**src/rtl/podule_pkg.sv**
```systemverilog
// Shared types and constants for the podule bus front end.
// Region indices below are the default card map.
package podule_pkg;

  typedef enum logic [1:0] {
    IDLE,
    ACTIVE,
    ACK,
    RELEASE
  } bus_state_e;

  localparam int IDX_ECONET   = 0;
  localparam int IDX_IDE      = 1;
  localparam int IDX_IDE2     = 2;
  localparam int IDX_IRQ_STAT = 3;
  localparam int IDX_FPL      = 4;
  localparam int IDX_UART     = 5;
  localparam int IDX_ETH      = 6;
  localparam int IDX_IRQ_MASK = 7;

  localparam int WAIT_W = 4;

endpackage

```
**src/rtl/podule_bus_seq_if.sv**
```systemverilog
// Podule bus request/acknowledge bundle.
// The host side is the master, the card front end the slave.
interface podule_bus_seq_if #(
  parameter int AW = 12
);
  logic [AW-1:0] a;
  logic          req;
  logic          we;
  logic [7:0]    wdata;
  logic [7:0]    rdata;
  logic          ack;

  modport master (
    output a, req, we, wdata,
    input  rdata, ack
  );

  modport slave (
    input  a, req, we, wdata,
    output rdata, ack
  );
endinterface

```
**src/rtl/podule_irq_ctl.sv**
```systemverilog
// Interrupt edge detect, sticky status, mask and card irq.
// Status set beats a same-cycle write-1-to-clear.
module podule_irq_ctl #(
  parameter int N_IRQ = 8
) (
  input  logic             clk,
  input  logic             rst_n,
  input  logic [N_IRQ-1:0] irq_in,
  input  logic             mask_we,
  input  logic             stat_clr,
  input  logic [N_IRQ-1:0] wd,
  output logic [N_IRQ-1:0] status,
  output logic [N_IRQ-1:0] mask,
  output logic             irq_out
);

  logic [N_IRQ-1:0] irq_q;
  logic [N_IRQ-1:0] irq_h;
  logic [N_IRQ-1:0] rise;
  logic [N_IRQ-1:0] clr;

  assign rise = irq_q & ~irq_h;
  assign clr  = stat_clr ? wd : '0;

  always_ff @(posedge clk or negedge rst_n) begin
    if (!rst_n) begin
      irq_q   <= '0;
      irq_h   <= '0;
      status  <= '0;
      mask    <= '0;
      irq_out <= 1'b0;
    end else begin
      irq_q   <= irq_in;
      irq_h   <= irq_q;
      status  <= (status & ~clr) | rise;
      irq_out <= |(status & mask);
      if (mask_we) begin
        mask <= wd;
      end
    end
  end

endmodule

```
**src/rtl/podule_bus_seq.sv**
```systemverilog
// Podule bus sequencer: region decode, wait states, selects, ack,
// flash page latch and interrupt register access.
module podule_bus_seq
  import podule_pkg::*;
#(
  parameter int ADDR_HI  = 13,
  parameter int ADDR_LO  = 2,
  parameter int DEV_BITS = 3,
  parameter logic [WAIT_W-1:0] ROM_WAIT = 4'd2,
  parameter logic [WAIT_W*(2**DEV_BITS)-1:0] DEV_WAIT = 32'h1111_2111,
  parameter int IRQ_STAT_IDX = IDX_IRQ_STAT,
  parameter int PAGE_IDX     = IDX_FPL,
  parameter int IRQ_MASK_IDX = IDX_IRQ_MASK,
  parameter int N_IRQ  = 8,
  parameter int PAGE_W = 8
) (
  input  logic                    clk,
  input  logic                    rst_n,
  podule_bus_seq_if.slave         bus,
  output logic                    rom_cs,
  output logic [2**DEV_BITS-1:0]  dev_cs,
  output logic [PAGE_W-1:0]       rom_page,
  input  logic [N_IRQ-1:0]        irq_in,
  output logic                    irq_out
);

  localparam int AW   = ADDR_HI - ADDR_LO + 1;
  localparam int NDEV = 2**DEV_BITS;

  typedef logic [DEV_BITS-1:0] idx_t;

  bus_state_e        state, state_n;
  logic [WAIT_W-1:0] cnt, cnt_n;
  logic              load;
  logic              fin;

  logic              rom_q;
  idx_t              idx_q;
  logic              we_q;
  logic [7:0]        wd_q;

  logic              in_rom;
  idx_t              in_idx;
  logic [WAIT_W-1:0] in_wait;

  logic              sel_on;
  logic              sel_rom;
  idx_t              sel_idx;
  logic              sel_int;

  logic              rom_cs_n;
  logic [NDEV-1:0]   dev_cs_n;
  logic              ack_q;
  logic [7:0]        rdata_q, rdata_n;

  logic              hit_page, hit_mask, hit_stat;
  logic              mask_we, stat_clr;
  logic [N_IRQ-1:0]  status, mask;

  logic              unused_a;

  assign unused_a = ^bus.a[AW-DEV_BITS-2:0];

  function automatic logic is_int(idx_t i);
    return (i == idx_t'(PAGE_IDX)) ||
           (i == idx_t'(IRQ_MASK_IDX)) ||
           (i == idx_t'(IRQ_STAT_IDX));
  endfunction

  assign in_rom  = ~bus.a[AW-1];
  assign in_idx  = bus.a[AW-2 -: DEV_BITS];
  assign in_wait = in_rom ? ROM_WAIT
                          : DEV_WAIT[{in_idx, 2'b00} +: WAIT_W];

  always_comb begin
    state_n = state;
    cnt_n   = cnt;
    load    = 1'b0;
    unique case (state)
      IDLE: begin
        if (bus.req) begin
          state_n = ACTIVE;
          cnt_n   = in_wait;
          load    = 1'b1;
        end
      end
      ACTIVE: begin
        if (cnt == '0) begin
          state_n = ACK;
        end else begin
          cnt_n = cnt - 1'b1;
        end
      end
      ACK: begin
        state_n = RELEASE;
      end
      RELEASE: begin
        if (!bus.req) begin
          state_n = IDLE;
        end
      end
      default: begin
        state_n = IDLE;
      end
    endcase
  end

  // selects are computed for the next cycle so they leave a flop
  assign fin     = (state == ACTIVE) && (cnt == '0);
  assign sel_on  = (state_n == ACTIVE) || (state_n == ACK);
  assign sel_rom = load ? in_rom : rom_q;
  assign sel_idx = load ? in_idx : idx_q;
  assign sel_int = is_int(sel_idx);

  assign rom_cs_n = sel_on & sel_rom;
  assign dev_cs_n = (sel_on && !sel_rom && !sel_int)
                  ? (NDEV'(1) << sel_idx) : '0;

  assign hit_page = fin && !rom_q && (idx_q == idx_t'(PAGE_IDX));
  assign hit_mask = fin && !rom_q && (idx_q == idx_t'(IRQ_MASK_IDX));
  assign hit_stat = fin && !rom_q && (idx_q == idx_t'(IRQ_STAT_IDX));

  assign mask_we  = hit_mask & we_q;
  assign stat_clr = hit_stat & we_q;

  always_comb begin
    rdata_n = '0;
    unique case (1'b1)
      hit_page && !we_q: rdata_n = 8'(rom_page);
      hit_mask && !we_q: rdata_n = 8'(mask);
      hit_stat && !we_q: rdata_n = 8'(status);
      default:           rdata_n = '0;
    endcase
  end

  always_ff @(posedge clk or negedge rst_n) begin
    if (!rst_n) begin
      state    <= IDLE;
      cnt      <= '0;
      rom_q    <= 1'b0;
      idx_q    <= '0;
      we_q     <= 1'b0;
      wd_q     <= '0;
      rom_cs   <= 1'b0;
      dev_cs   <= '0;
      ack_q    <= 1'b0;
      rdata_q  <= '0;
      rom_page <= '0;
    end else begin
      state   <= state_n;
      cnt     <= cnt_n;
      rom_cs  <= rom_cs_n;
      dev_cs  <= dev_cs_n;
      ack_q   <= fin;
      rdata_q <= rdata_n;
      if (load) begin
        rom_q <= in_rom;
        idx_q <= in_idx;
        we_q  <= bus.we;
        wd_q  <= bus.wdata;
      end
      if (hit_page && we_q) begin
        rom_page <= wd_q[PAGE_W-1:0];
      end
    end
  end

  assign bus.ack   = ack_q;
  assign bus.rdata = rdata_q;

  podule_irq_ctl #(
    .N_IRQ (N_IRQ)
  ) u_irq (
    .clk      (clk),
    .rst_n    (rst_n),
    .irq_in   (irq_in),
    .mask_we  (mask_we),
    .stat_clr (stat_clr),
    .wd       (wd_q[N_IRQ-1:0]),
    .status   (status),
    .mask     (mask),
    .irq_out  (irq_out)
  );

endmodule
```
**src/flat_wrapper.sv**
```systemverilog
// flat-port wrapper written by rule: the top's interface ports become plain ports
module podule_bus_seq_flat import podule_pkg::*;
#(
  parameter int ADDR_HI  = 13,
  parameter int ADDR_LO  = 2,
  parameter int DEV_BITS = 3,
  parameter logic [WAIT_W-1:0] ROM_WAIT = 4'd2,
  parameter logic [WAIT_W*(2**DEV_BITS)-1:0] DEV_WAIT = 32'h1111_2111,
  parameter int IRQ_STAT_IDX = IDX_IRQ_STAT,
  parameter int PAGE_IDX     = IDX_FPL,
  parameter int IRQ_MASK_IDX = IDX_IRQ_MASK,
  parameter int N_IRQ  = 8,
  parameter int PAGE_W = 8
)
  (clk, rst_n, rom_cs, dev_cs, rom_page, irq_in, irq_out, bus_a, bus_req, bus_we, bus_wdata, bus_rdata, bus_ack);
  podule_bus_seq_if bus_i ();
  input  logic clk;
  input  logic rst_n;
  output logic rom_cs;
  output logic [2**DEV_BITS-1:0] dev_cs;
  output logic [PAGE_W-1:0] rom_page;
  input  logic [N_IRQ-1:0] irq_in;
  output logic irq_out;
  input wire logic [$bits(bus_i.a)-1:0] bus_a;
  input wire logic [$bits(bus_i.req)-1:0] bus_req;
  input wire logic [$bits(bus_i.we)-1:0] bus_we;
  input wire logic [$bits(bus_i.wdata)-1:0] bus_wdata;
  output wire logic [$bits(bus_i.rdata)-1:0] bus_rdata;
  output wire logic [$bits(bus_i.ack)-1:0] bus_ack;
  assign bus_i.a = bus_a;
  assign bus_i.req = bus_req;
  assign bus_i.we = bus_we;
  assign bus_i.wdata = bus_wdata;
  assign bus_rdata = bus_i.rdata;
  assign bus_ack = bus_i.ack;
  podule_bus_seq #(.ADDR_HI(ADDR_HI), .ADDR_LO(ADDR_LO), .DEV_BITS(DEV_BITS), .ROM_WAIT(ROM_WAIT), .DEV_WAIT(DEV_WAIT), .IRQ_STAT_IDX(IRQ_STAT_IDX), .PAGE_IDX(PAGE_IDX), .IRQ_MASK_IDX(IRQ_MASK_IDX), .N_IRQ(N_IRQ), .PAGE_W(PAGE_W)) u_core (.clk(clk), .rst_n(rst_n), .bus(bus_i), .rom_cs(rom_cs), .dev_cs(dev_cs), .rom_page(rom_page), .irq_in(irq_in), .irq_out(irq_out));
endmodule
```
**config.mk**
```make
export PLATFORM = sky130hd
export DESIGN_NAME = podule_bus_seq_flat
export DESIGN_NICKNAME = d
export VERILOG_FILES = /design/src/rtl/podule_pkg.sv /design/src/rtl/podule_bus_seq_if.sv /design/src/rtl/podule_irq_ctl.sv /design/src/rtl/podule_bus_seq.sv /design/src/flat_wrapper.sv
export SDC_FILE = /design/constraint.sdc
export NUM_CORES = 1
export LEC_CHECK = 0
export CAP_MARGIN = 40
export CORE_ASPECT_RATIO = 1.1
export CORE_MARGIN = 2
export CORE_UTILIZATION = 43
export DETAILED_ROUTE_END_ITERATION = 10
export HOLD_SLACK_MARGIN = 0.12
export PLACE_DENSITY = 0.71
export SYNTH_ARGS = -nofsm -noshare
export SYNTH_HDL_FRONTEND = slang
export SYNTH_HIERARCHICAL = 1
export SYNTH_SLANG_ARGS = --single-unit
```
**constraint.sdc**
```tcl
create_clock -name clk -period 1.88 [get_ports clk]
set_input_delay 0.376 -clock clk [delete_from_list [all_inputs] [get_ports clk]]
set_output_delay 0.376 -clock clk [all_outputs]
set_load 0.005 [all_outputs]
```
==> metrics.md, run 1 <==
| Metric | Value |
|---|---|
| Pwr/cell area | 1349 nW/um^2 |
| Most common cell in the netlist | dfrtp_1 |
| Post-Layout Cell Count | 394 |
| Hold Path Cell Cnt | 0 |
| Netlist Area Pre-Place | 3133 sq um |
| IO Port Bufs | 50 |
| Syn avg cell area | 13.56 sq um |
| Slowest stage delay, CP | 0.41 ns |
| Largest net degree at the start of global routing | 47 |
| Dpl cells | 377 |
| Sequential share of the synthesized area | 62.30% |
| Design area | 4084 sq um |
| I/O pin total | 59 |
| Crit path DAT | 1.99 ns |
| Mean routed wirelength per cell | 16.03 microns |
| Routed WL | 6.317 mm |
| Vias in the first global route | 2,134 |
| Main flop type after synthesis | dfrtp_1 |
| Crit start category | flop |
| Peak VDD IR | 0.7438 mV |
| CP required | 2.11 ns |
| DIE WIDTH | 85.39 microns |
| Register-to-Register Path Depth | 7 |
| Ratio of cells with drive above 1 in the final layout | 26.86% |
| Final worst slack | 0.1201 ns |
| Critical path peak fanout | 4 |
| Largest area contributor in the netlist | dfrtp_1 |
| Place WS | -0.1502 ns |
| Post-DP HPWL | 4.210 mm |
| Vias per cell | 5.228 |
| Min Tclk post-route | 1.760 ns |
| H-tree levels | 3 |
| EDFF count, synth | 0 |
| # nets final | 338 |
| Synth warn | 6 |
| Status | complete, no violations |
| Post-Syn Instances | 231 |
| Clock tree buffer depth | 2 |
| Largest cells by area after synthesis | dfrtp_1 (62%), mux2_2 (10%), mux2_4 (3.8%) |
| DRT Pass-1 Iters | 5 |
| Clock transition at path regs | 0.08 ns |
| Number of max-cap violations | 0 |
| Final Max Slew Viols | 0 |
| Initial antenna violation count | 0 |
| Row cnt | 32 |
| First-pass GRT wire length | 10.52 mm |
| Flop and latch count out of synthesis | 78 |
| Setup-failing EPs final | 0 |
| Asr flop ratio synth | 100.0% |
| Die area | 7986 sq um |
| Worst reg-to-reg setup slack | 0.12 ns |
| Fin. Hold Viols | 0 |
| RD Place Congestion | 0.8277 |
| Placement Cell Area | 3836 sq um |
| DRC | 0 |
| CTS root buffer | clkbuf_8 |
| Multi-input logic area | 1107 sq um |
| Starting DRT DRC Count | 135 |
| Sequential cell area | 1952 sq um |
| Via count | 2,060 |
| Final cycle utilization of the critical path | 93.61% |
| Worst-Skew Late Latency | 0.35 ns |
| Busiest grt layer | met2 |
| Initial Util | 44.46% |
| CP max stage cell | dfrtp_1 |
| Global Route Usage Sum | 17.49% |
| GRT met3 Usage | 4.854% |
| Routed Antenna Nets | 0 |
| HP Class | flop to flop |
| Pleak | 1.820 nW |
| Power Total | 5.511 mW |
| Core area | 7047 sq um |
| Die Ht | 93.53 microns |
| Setup crit end kind | flop |
| Antenna diodes | 0 |
| Commonest cells in the netlist | dfrtp_1 (78), mux2_2 (28), nor2_1 (15) |
| Clock Sinks | 78 |
| Grt total ovfl | 0 |
| Post-synth top area share | 62.30% |
| Final Util | 57.95% |
| Number of buffers created by CTS | 9 |
| Crit path cell chain | inv_2 -> ha_2 -> nor3b_4 -> nand3_2 -> nor2_4 -> buf_6 -> mux2_4 |
| CTS tree | done |
| Met2 usage | 27.21% |
| Setup bufs post-CTS | 0 |
| Fmax achieved | 568.2 MHz |
| GR Util met1 | 23.14% |
| Critical path class | flop to flop |
| Synth unique cells | 38 |
| Fin Clk Skew | 0.009938 ns |
| Filler Cell Count | 587 |
| Area Overhead vs Synth | 30.35% |
==> cell type report <==
type                    count  share of cell area, %
clock inverters             6                  1.685
flip-flops and latches     78                  47.79
well taps                  85                  2.604
multi-input cells         132                  27.11
clock buffers              10                  3.370
inverters                  15                  1.379
repair buffers             68                  16.05
==> power by group <==
| group | internal (mW) | switching (mW) | total [mW] |
|---|---|---|---|
| Combinational | 1.04 | 0.773 | 1.81 |
| Sequential | 2.07 | 0.360 | 2.43 |
| Clock | 0.656 | 0.613 | 1.27 |
| Total | 3.77 | 1.75 | 5.51 |
==> routing by layer <==
metal	part of all wire, %	routed length (microns)
met3	5.0	315
met2	49	3113
met1	44	2785
met4	1.6	102
met5	0	0
==> cell usage in the layout (no fill, tap or decap), drive strengths merged, types with 2 or more instances in the layout <==
cell type | synthesis | final
conb | 1 | 3
clkdlybuf4s50 | 0 | 49
inv | 15 | 16
a21oi | 4 | 4
nor2 | 15 | 15
mux2 | 36 | 36
a22oi | 12 | 12
nand2b | 3 | 3
nor3b | 5 | 5
o21ai | 2 | 2
clkinv | 0 | 3
nand4b | 2 | 2
nand2 | 10 | 10
mux2i | 4 | 4
buf | 7 | 18
nor3 | 4 | 4
a31oi | 2 | 2
clkbuf | 1 | 10
nand3b | 2 | 2
nor2b | 6 | 6
ha | 2 | 2
dfrtp | 78 | 78
a22o | 8 | 8
nand3 | 3 | 3
==> critical path: cells and delay by family, from the launching register on <==
family	cells	cell delay (ns)
fa+ha+maj	1	0.17
buf+inv	2	0.21
flops	1	0.41
mux	1	0.30
simple gates	3	0.57
==> state kept, by name, indices dropped and copies added (netlist names), 2 cells and up <==
register / count
u_core/u_irq/status: 8
u_core/u_irq/irq_q: 8
u_core/u_irq/irq_h: 8
u_core/bus.rdata: 8
u_core/state: 2
u_core/u_irq/mask: 8
u_core/rom_page: 8
u_core/wd_q: 8
u_core/idx_q: 3
u_core/dev_cs: 8
u_core/cnt: 4
==> logic make-up after synthesis <==
logic type / Yosys count / share of synthesized area [%]
fa+ha+maj: 2 / 0.7986
other cells: 1 / 0.1197
compound gates: 32 / 7.548
flops: 78 / 62.30
mux: 40 / 15.18
buf+inv: 23 / 3.514
simple gates: 55 / 10.54
==> per-stage QoR <==
| stage | setup TNS (ns) | hold WS [ns] |
|---|---|---|
| after global placement | -0.3717 | 0.2422 |
| final | 0 | 0.3757 |
| after detailed placement | -0.7076 | 0.2430 |
| after CTS | 0 | 0.3778 |
| after global routing | -0.05503 | 0.3960 |
| after floorplan | 0 | 0.08041 |
==> what timing repair did <==
action | CTS | global route
endpoints found under the hold margin | 13 | 0
endpoints found under the setup margin | 0 | 17
hold buffers | 1 | 0
gates resized for setup | 0 | 10
==> final timing paths <==
path,endpoint,startpoint
worst min-delay path,u_core/u_irq/irq_h[2]$_DFF_PN0_,u_core/u_irq/irq_q[2]$_DFF_PN0_
worst max-delay path,u_core/u_irq/mask[5]$_DFFE_PN0P_,u_core/cnt[1]$_DFFE_PN0P_
min in group asynchronous,u_core/u_irq/irq_q[0]$_DFF_PN0_,rst_n
max in group asynchronous,u_core/state[0]$_DFF_PN0_,rst_n
worst min register to register,u_core/u_irq/irq_h[2]$_DFF_PN0_,u_core/u_irq/irq_q[2]$_DFF_PN0_
worst max register to register,u_core/u_irq/mask[5]$_DFFE_PN0P_,u_core/cnt[1]$_DFFE_PN0P_
Power figures use the tool's default switching activity.
==> run 2: changes to the inputs <==
CTS_BUF_LIST = sky130_fd_sc_hd__clkbuf_8   (was unset)
SKIP_LAST_GASP = 1   (was unset)
==> run 2 against run 1 <==
  * Utilization did not move
  * Worst hold slack barely moved
  * Critical path type unchanged
  * Largest power group unchanged
  * Power barely moved
==> metrics.md, run 2 (same netlist as run 1, synthesis figures left out) <==
| Metric | Value |
|---|---|
| Area Overhead vs Synth | 30.35% (unchanged) |
| Ratio of cells with drive above 1 in the final layout | 26.54% (-0.32 points) |
| Commonest non-fill, non-tap cell in the layout | dfrtp_1 |
| Final hold slack | 0.3754 ns (-0.0002960 ns) |
| Global Route Usage Sum | 17.49% (unchanged) |
| Status | complete, no violations |
| Routed WL | 6.325 mm (+0.13%) |
| Placement Cell Area | 3836 sq um (unchanged) |
| Min Tclk post-route | 1.792 ns (+0.03166 ns) |
| Setup-failing EPs final | 0 (unchanged) |
| Initial antenna violation count | 0 (unchanged) |
| # nets final | 338 (unchanged) |
| Levels on crit path | 7 (unchanged) |
| Number of max-cap violations | 0 (unchanged) |
| IO Port Bufs | 50 (unchanged) |
| Slowest stage delay, CP | 0.41 ns (about the same) |
| CP top delay family | simple AND/OR/NAND/NOR gates |
| CP bufs+invs | 2 (unchanged) |
| Uppermost routed layer | met4 |
| Post-DP HPWL | 4.210 mm (unchanged) |
| DRC | 0 (unchanged) |
| Die area | 7986 sq um (unchanged) |
| Crit path DAT | 2.03 ns (+0.04 ns) |
| CP required | 2.11 ns (about the same) |
| H-tree levels | 3 (unchanged) |
| Critical path peak fanout | 4 (unchanged) |
| Final cycle utilization of the critical path | 95.30% (+1.7 points) |
| Vias per cell | 5.236 (+0.15%) |
| Row cnt | 32 (unchanged) |
| WL met3 | 312 microns (-0.95%) |
| Peak VDD IR | 0.7443 mV (about the same) |
| Clock Sinks | 78 (unchanged) |
| Fin. Hold Viols | 0 (unchanged) |
| Starting DRT DRC Count | 135 (unchanged) |
| Fmax achieved | 558.2 MHz (-1.8%) |
| Pwr/cell area | 1350 nW/um^2 (about the same) |
| R2R Path Start | u_core/cnt[1]$_DFFE_PN0P_ |
| Hold Path Cell Cnt | 0 (unchanged) |
| Initial Util | 44.46% (unchanged) |
| Vias in the first global route | 2,134 (unchanged) |
| CTS root buffer | clkbuf_8 |
| Largest net degree at the start of global routing | 47 (unchanged) |
| RD Place Congestion | 0.8277 (unchanged) |
| M1 WL | 2.805 mm (+0.72%) |
| First-pass GRT wire length | 10.52 mm (unchanged) |
| Design area | 4084 sq um (unchanged) |
| Die Ht | 93.53 microns (unchanged) |
| Most frequent cells in the layout | dfrtp_1 (78), clkdlybuf4s50_1 (49), mux2_2 (28), buf_4 (15) |
| DIE WIDTH | 85.39 microns (unchanged) |
| Core area | 7047 sq um (unchanged) |
| Critical path class | flop to flop |
| Mean routed wirelength per cell | 16.05 microns (+0.13%) |
| Clock transition at path regs | 0.08 ns (about the same) |
| Antenna diodes | 0 (unchanged) |
| CTS tree | done |
| DRT Pass-1 Iters | 4 (-1) |
| Crit path cell chain | inv_1 -> ha_2 -> nor3b_4 -> nand3_2 -> nor2_4 -> buf_6 -> mux2_4 |
| Fin Clk Skew | 0.01028 ns (+0.0003418 ns) |
| Pleak | 1.822 nW (about the same) |
| Worst Min Path Start | u_core/u_irq/irq_q[2]$_DFF_PN0_ |
| I/O pin total | 59 (unchanged) |
| Sequential cell area | 1952 sq um (unchanged) |
| HP Class | flop to flop |
| Setup crit end kind | flop |
| Worst-Skew Late Latency | 0.35 ns (about the same) |
| Number of buffers created by CTS | 9 (unchanged) |
| Final Max Slew Viols | 0 (unchanged) |
| Multi-input logic area | 1107 sq um (unchanged) |
| Clock tree buffer depth | 2 (unchanged) |
| DR WL met2 | 3.104 mm (-0.29%) |
| RSZ-0062 raised after global routing | true |
| Crit start category | flop |
| Filler Cell Count | 587 (unchanged) |
| Routed Antenna Nets | 0 (unchanged) |
| CP max stage cell | dfrtp_1 |
| Via count | 2,063 (+0.15%) |
| CP startpoint | u_core/cnt[1]$_DFFE_PN0P_ |
| Grt total ovfl | 0 (unchanged) |
| Register-to-Register Path Depth | 7 (unchanged) |
==> run 2: cell counts in the layout (fill, tap and decap cells not counted) <==
No cell type changed its count.
==> run 2: final timing paths <==
kind,end,slack (ns)
max,u_core/u_irq/mask[5]$_DFFE_PN0P_,0.09
min,u_core/u_irq/irq_h[2]$_DFF_PN0_,0.38
max reg2reg,u_core/u_irq/mask[5]$_DFFE_PN0P_,0.09
min reg2reg,u_core/u_irq/irq_h[2]$_DFF_PN0_,0.38
max in group asynchronous,u_core/state[0]$_DFF_PN0_,0.95
min in group asynchronous,u_core/u_irq/irq_q[0]$_DFF_PN0_,0.41
==> run 2: cell type report <==
class,instances,area share (%)
tap,85,2.604
timing repair buffer,68,16.05
inverter,15,1.379
sequential,78,47.79
clock buffer,10,3.370
clock inverter,6,1.685
multi-input combinational,132,27.11
==> run 2: per-stage QoR <==
step | setup WS (ns) | util [%] | total power, mW | TNS [ns] | std cells
floorplan | 0.1221 | - | 3.483 | 0 | 233
global placement | -0.1095 | 54.44 | 4.144 | -0.3717 | 377
detailed placement | -0.1502 | 54.44 | 4.204 | -0.7076 | 377
CTS | 0.05995 | 57.51 | 5.534 | 0 | 394
global route | -0.04119 | 57.95 | 5.854 | -0.2593 | 394
finish | 0.08843 | 57.95 | 5.512 | 0 | 394
==> run 2: routing by layer <==
layer	GRT usage (%)	vias to the layer above
li1	-	957
met4	7.143	0
met3	4.854	8
met1	23.14	1036
met5	0	-
met2	27.21	62
==> run 2: power breakdown <==
group	total (mW)	internal, mW	switching [mW]
Clock	1.27	0.656	0.615
Sequential	2.43	2.07	0.358
Combinational	1.82	1.04	0.774
Total	5.51	3.76	1.75
==> run 2: repair_timing <==
action	CTS	global route
endpoints found under the setup margin	0	17
hold buffers	1	0
resized for setup	0	9
buffers inserted	0	0
endpoints found under the hold margin	13	0
==> run 3: changes to the inputs <==
SLEW_MARGIN = 30   (was unset)
==> results of run 3 <==
No change in the layout: final DEF, timing and power equal those of run 2.
